--- config.mk ---
export PLATFORM = sky130hd
export DESIGN_NAME = fake_differential_rx
export DESIGN_NICKNAME = d
export VERILOG_FILES = /design/src/rtl/fake_differential_rx.sv
export SDC_FILE = /design/constraint.sdc
export NUM_CORES = 1
export LEC_CHECK = 0
export BUFFER_PORTS_ARGS = -buffer_cell sky130_fd_sc_hd__buf_2
export CORE_MARGIN = 3
export CORE_UTILIZATION = 30
export CTS_CLUSTER_SIZE = 8
export DETAILED_ROUTE_END_ITERATION = 8
export PLACE_DENSITY = 0.6
export SYNTH_ARGS = -nofsm -noshare
export SYNTH_HDL_FRONTEND = slang
export SYNTH_SLANG_ARGS = --single-unit
export TNS_END_PERCENT = 20
--- constraint.sdc ---
create_clock -name i_clk -period 2.3 [get_ports i_clk]
set_input_delay 0.115 -clock i_clk [delete_from_list [all_inputs] [get_ports i_clk]]
set_output_delay 0.115 -clock i_clk [all_outputs]
set_load 0.01 [all_outputs]
--- src/rtl/fake_differential_rx.sv ---
// Pseudo-differential receiver: per-leg synchronizers, run-length glitch filter,
// and an ACQUIRE/LOCKED/FAULT tracker with a saturating fault-event counter.
module fake_differential_rx #(
  parameter int unsigned SYNC_STAGES = 2,
  parameter int unsigned FILTER_LEN  = 3,
  parameter int unsigned FAULT_LIMIT = 4,
  parameter int unsigned ERR_WIDTH   = 16
) (
  input  logic                 i_clk,
  input  logic                 i_rst_n,
  input  logic                 i_data_p,
  input  logic                 i_data_n,
  input  logic                 i_clear_err,
  output logic                 o_data,
  output logic                 o_valid,
  output logic                 o_fault,
  output logic [ERR_WIDTH-1:0] o_err_count
);

  localparam int unsigned RUN_W = $clog2(FILTER_LEN + 1);
  localparam int unsigned INV_W = $clog2(FAULT_LIMIT + 1);
  localparam logic [RUN_W-1:0] RUN_MAX = RUN_W'(FILTER_LEN);
  localparam logic [INV_W-1:0] INV_MAX = INV_W'(FAULT_LIMIT);

  typedef enum logic [1:0] {
    ST_ACQUIRE = 2'd0,
    ST_LOCKED  = 2'd1,
    ST_FAULT   = 2'd2
  } state_e;

  logic [SYNC_STAGES-1:0] p_sync_q, p_sync_d;
  logic [SYNC_STAGES-1:0] n_sync_q, n_sync_d;
  logic                   cand_q, cand_d;
  logic [RUN_W-1:0]       run_q, run_d;
  logic [INV_W-1:0]       inv_q, inv_d;
  state_e                 state_q, state_d;
  logic                   data_q, data_d;
  logic                   valid_q, valid_d;
  logic                   fault_q, fault_d;
  logic [ERR_WIDTH-1:0]   err_q, err_d;

  logic smp_p, smp_n, smp_valid, accept, fault_entry;

  // Filter, invalid-run tracking and state transitions for one consumed sample
  always_comb begin
    p_sync_d    = {p_sync_q[SYNC_STAGES-2:0], i_data_p};
    n_sync_d    = {n_sync_q[SYNC_STAGES-2:0], i_data_n};
    cand_d      = cand_q;
    run_d       = run_q;
    inv_d       = inv_q;
    state_d     = state_q;
    data_d      = data_q;
    err_d       = err_q;
    accept      = 1'b0;
    fault_entry = 1'b0;

    smp_p     = p_sync_q[SYNC_STAGES-1];
    smp_n     = n_sync_q[SYNC_STAGES-1];
    smp_valid = smp_p ^ smp_n;

    if (smp_valid) begin
      inv_d = '0;
      if (smp_p != cand_q) begin
        cand_d = smp_p;
        run_d  = RUN_W'(1);
      end else if (run_q != RUN_MAX) begin
        run_d = run_q + RUN_W'(1);
      end
      // A reload to a full run (FILTER_LEN == 1) still counts as reaching the limit
      accept = (run_d == RUN_MAX) && ((run_q != RUN_MAX) || (cand_d != cand_q));
    end else begin
      run_d = '0;
      if (inv_q != INV_MAX) begin
        inv_d = inv_q + INV_W'(1);
      end
      fault_entry = (inv_d == INV_MAX) && (inv_q != INV_MAX) && (state_q != ST_FAULT);
    end

    if (accept) begin
      data_d = cand_d;
    end

    case (state_q)
      ST_ACQUIRE: begin
        if (fault_entry) begin
          state_d = ST_FAULT;
        end else if (accept) begin
          state_d = ST_LOCKED;
        end
      end
      ST_LOCKED: begin
        if (fault_entry) begin
          state_d = ST_FAULT;
        end
      end
      ST_FAULT: begin
        if (smp_valid) begin
          state_d = accept ? ST_LOCKED : ST_ACQUIRE;
        end
      end
      default: state_d = ST_ACQUIRE;
    endcase

    valid_d = (state_d == ST_LOCKED);
    fault_d = (state_d == ST_FAULT);

    // Clear wins over a coincident fault entry
    if (i_clear_err) begin
      err_d = '0;
    end else if (fault_entry && (err_q != {ERR_WIDTH{1'b1}})) begin
      err_d = err_q + ERR_WIDTH'(1);
    end
  end

  always_ff @(posedge i_clk or negedge i_rst_n) begin
    if (!i_rst_n) begin
      p_sync_q <= '0;
      n_sync_q <= '0;
      cand_q   <= 1'b0;
      run_q    <= '0;
      inv_q    <= '0;
      state_q  <= ST_ACQUIRE;
      data_q   <= 1'b0;
      valid_q  <= 1'b0;
      fault_q  <= 1'b0;
      err_q    <= '0;
    end else begin
      p_sync_q <= p_sync_d;
      n_sync_q <= n_sync_d;
      cand_q   <= cand_d;
      run_q    <= run_d;
      inv_q    <= inv_d;
      state_q  <= state_d;
      data_q   <= data_d;
      valid_q  <= valid_d;
      fault_q  <= fault_d;
      err_q    <= err_d;
    end
  end

  assign o_data      = data_q;
  assign o_valid     = valid_q;
  assign o_fault     = fault_q;
  assign o_err_count = err_q;

endmodule

==> impl.org <==
** Die
- The die covers 0.00597 sq mm.
- The floorplan step set the die height to 77.3 um.
- Width of the die :: 77.3 um
- The floorplan step defined a core boundary enclosing between 0.004 and 0.005 sq mm.
- The floorplan has 25 rows.
- Starting density of the core :: 0.316
- Ports placed on the boundary :: 24

** Synthesis
- Of the post-synthesis cell area, the dominant cell type holds 0.509.
- In this run the mean area of a mapped cell was approximately 10 sq um.
- The most common cell in the synthesized netlist is dfrtp_1.
- In this run, synthesis produced a sequential element count of 31.
- Counting every instance in the synthesized netlist gives 149.
- Post-synth EDFFs :: 0
- Yosys warning count :: 0
- Sequential cell area fraction in the yosys report :: 0.509
- Number of library cell types mapped by synthesis :: 39
- In the synthesized netlist, the cells that appear most often are dfrtp_1 (31), nor2_1 (21), nand3_1 (10), xnor2_1 (10).
- Library cell occupying the most area in the post-synthesis netlist :: dfrtp_1
- For this run, asynchronously set or reset flops after synthesis account for 1.00.
- After synthesis, the cell types taking the most area are dfrtp_1 (51%), xnor2_1 (5.7%), nor2_1 (5.2%), nand3_1 (3.3%), ha_1 (2.5%).
- Nets in the synthesized netlist :: between 150 and 200
- The cell area that synthesis handed to floorplanning was 0.00152 sq mm.
- Among all flip-flop cells after synthesis, the most frequent one is dfrtp_1.

** Worst setup path
- In this run the worst path has a maximum fanout of 6.
- Slowest stage cell, crit path :: or4_4
- The worst register-to-register path begins at inv_q[0].
- The critical path runs through a total of 6 cells.
- Setup slack on the worst flop-to-flop path :: 0.13 ns
- The kind of cell with the highest combined delay along the critical path is simple AND/OR/NAND/NOR gates.
- STA classifies the critical path startpoint as a register.
- Cells along the critical path :: inv_1 > ha_1 > nand4b_1 > or4_4 > or4_1 > a21oi_1
- Number of cells on the worst reg-to-reg path :: 6
- Following the worst setup path forward leads to its endpoint at o_err_count[13].
- At the worst endpoint, the required time is 2.50 ns.
- The critical path is of the reg -> reg type.
- Crit path capture type :: register
- On the worst path, the slowest cell contributes a delay of about 0.56 ns.
- Reg-to-Reg End :: o_err_count[13]
- The most critical setup path has its startpoint at inv_q[0].
- Together, buffers and inverters on the worst path number 1.
- At the worst endpoint, the arrival time is 2.37 ns.

** Clock tree
- Post-CTS repair timing setup buffer count :: 0
- Clock transition at path regs :: 0.06 ns
- The tree is rooted in a clkbuf_8.
- In this run the deepest clock path goes through 2 buffers.
- Number of H-tree levels :: 2
- Clock tree from TritonCTS :: built
- Buffers inserted during clock tree synthesis total 5.
- Clk_lat worst skew :: 0.28 ns
- TritonCTS sink count :: 31

** Detailed routing
- Total Routed Length :: 3050 um
- Via-to-Cell Ratio :: about 4.7
- The first TritonRoute pass finished after 4 iterations.
- In the routed design, unresolved DRC markers number 0.
- Mean routed wirelength per cell :: 12.3 um
- Total via count in the routed design :: between 1000 and 1500
- Drt first-iter violations :: 48
- Number of nets with antenna violations after detailed routing :: 0

** STA
- On the final layout, the worst clock skew is about 0.011 ns.
- Based on the critical path, the design can be clocked at up to roughly 460 MHz.
- Total negative slack for setup checks :: 0 ns
- The final-report hold violation count was 0.
- Setup violations remaining at the end of the flow were counted as 0.
- In the finished design, the share of the clock period the worst path needs comes to 0.942.
- Number of max-slew violations in the final report :: 0
- RSZ-0062 raised after global routing :: false
- Measured against its own limit, the worst slew margin works out to 0.553.
- Time the worst path needs with I/O delays and setup :: 2.17 ns
- For the pin with the worst max-slew slack, the measured transition is roughly 0.67 ns.

** GRT
- First-pass GRT wire length :: 5490 um
- The initial antenna violation count was 0.
- Combined global-route utilization of all metal layers :: 0.116
- Vias in the first global route :: 1201
- Global routing finished with a remaining overflow of 0.
- Entering global routing, the biggest net connects 32 pins.

** Place
- Placer Congestion :: 0.747
- # port buffers :: 23
- Half-perimeter wire length of the detailed placement result :: 2200 um

** Finish
- Of the cells placed in the final design, the portion with a size suffix greater than 1 is 0.238.
- Syn-to-layout area delta :: 23.4%
- Net total in the final layout :: roughly 190
- The repair_antennas step left the layout with diodes totalling 0.

** Power
- The worst-case IR drop observed on VDD is roughly 0.00044 V.
- Standby leakage power :: approximately 0.84 nW
- In this run the power density over the cells is 731 mW/mm^2.
- Final total power :: around 0.0014 W

** Flow run
- Across the run, the number of max-cap violations was 0.

** Min path
- Worst hold path class :: in -> reg

** Status
- The run finished with clean final reports.
==> area by class of cell <==
class | instances | area, sq um
clock inverter | 2 | 35.0
fill | 496 | 2940
sequential | 31 | 776
timing repair buffer | 31 | 183
inverter | 4 | 15.0
multi-input combinational | 107 | 706
tap | 67 | 83.8
clock buffer | 6 | 82.6
==> where the power goes <==
group | internal, W | switching [W] | leakage, nW
clock | 0.000350 | 0.000199 | 0.0612
combinational | 0.0000858 | 0.000107 | 0.367
sequential | 0.000596 | 0.0000365 | 0.412
==> sequential cells by signal, indices dropped and copies added (netlist names) <==
| signal | flops |
|---|---|
| o_err_count | 16 |
| inv_q | 3 |
| n_sync_q | 2 |
| p_sync_q | 2 |
| run_q | 2 |
| state_q | 2 |
| cand_q | 1 |
| o_data | 1 |
| o_fault | 1 |
| o_valid | 1 |
==> stage by stage <==
stage	instance area [sq um]	utilization	setup WS [ns]	hold slack [ns]	instances
floorplan	1520	-	0.233	-0.181	149
finish	1880	0.390	0.134	0.216	248
detailed placement	1720	0.358	0.158	0.200	237
global placement	1720	0.358	0.189	0.200	237
global route	1880	0.390	0.0174	0.227	248
CTS	1870	0.389	0.132	0.211	248
==> layout by cell type, fill, tap and decap left out, types with 3 or more instances in the layout <==
cell / netlist / final
a21oi_1: 4 / 4
and3_1: 3 / 3
buf_2: 2 / 23
buf_4: 0 / 5
clkbuf_8: 0 / 6
dfrtp_1: 31 / 31
dlygate4sd3_1: 0 / 3
ha_1: 3 / 3
inv_1: 4 / 4
mux2_2: 3 / 3
nand2_1: 6 / 6
nand3_1: 10 / 10
nand4_1: 4 / 4
nor2_1: 21 / 21
nor2b_1: 4 / 4
nor3_1: 4 / 4
nor4_1: 6 / 6
xnor2_1: 10 / 10
==> cells by family after synthesis <==
group / count (synthesis) / synth area share
compound gates: 14 / 0.0616
xor+xnor: 13 / 0.0796
fa+ha+maj: 3 / 0.0246
buf+inv: 11 / 0.0337
flops: 31 / 0.509
mux: 5 / 0.0361
simple gates: 72 / 0.255
==> worst min path at each step <==
stage               cells past startpoint              end  slack [ns]        start
floorplan                               0           cand_q       -0.18      i_rst_n
global placement                        1      p_sync_q[0]        0.20      i_rst_n
detailed placement                      1           o_data        0.20      i_rst_n
CTS                                     2  o_err_count[10]        0.21  i_clear_err
global route                            2   o_err_count[0]        0.23  i_clear_err
finish                                  2  o_err_count[10]        0.22  i_clear_err
==> repair_timing <==
| item | in CTS | in global routing |
|---|---|---|
| hold buffers | 3 | 0 |
| resized for setup | 0 | 1 |
| setup endpoints to repair | 0 | 3 |
| endpoints found under the hold margin | 33 | 0 |
==> worst reg2reg max path: cells and delay by family (launching register included) <==
family / cells / cell delay [ns]
buffers and inverters: 1 / 0.07
AND/OR/NAND/NOR: 3 / 1.17
AO/OA/AOI/OAI: 1 / 0.15
adder cells (fa/ha/maj): 1 / 0.30
flip-flops: 1 / 0.40
==> metal layers <==
| metal | share of wire | up-vias | wire (um) | track usage |
|---|---|---|---|---|
| li1 | - | 591 | - | - |
| met4 | 0.017 | 0 | 53 | 0.0552 |
| met1 | 0.48 | 553 | 1450 | 0.145 |
| met5 | 0 | - | 0 | 0 |
| met3 | 0.032 | 5 | 98 | 0.0340 |
| met2 | 0.47 | 20 | 1450 | 0.181 |
(Power assumes the default switching activity.)
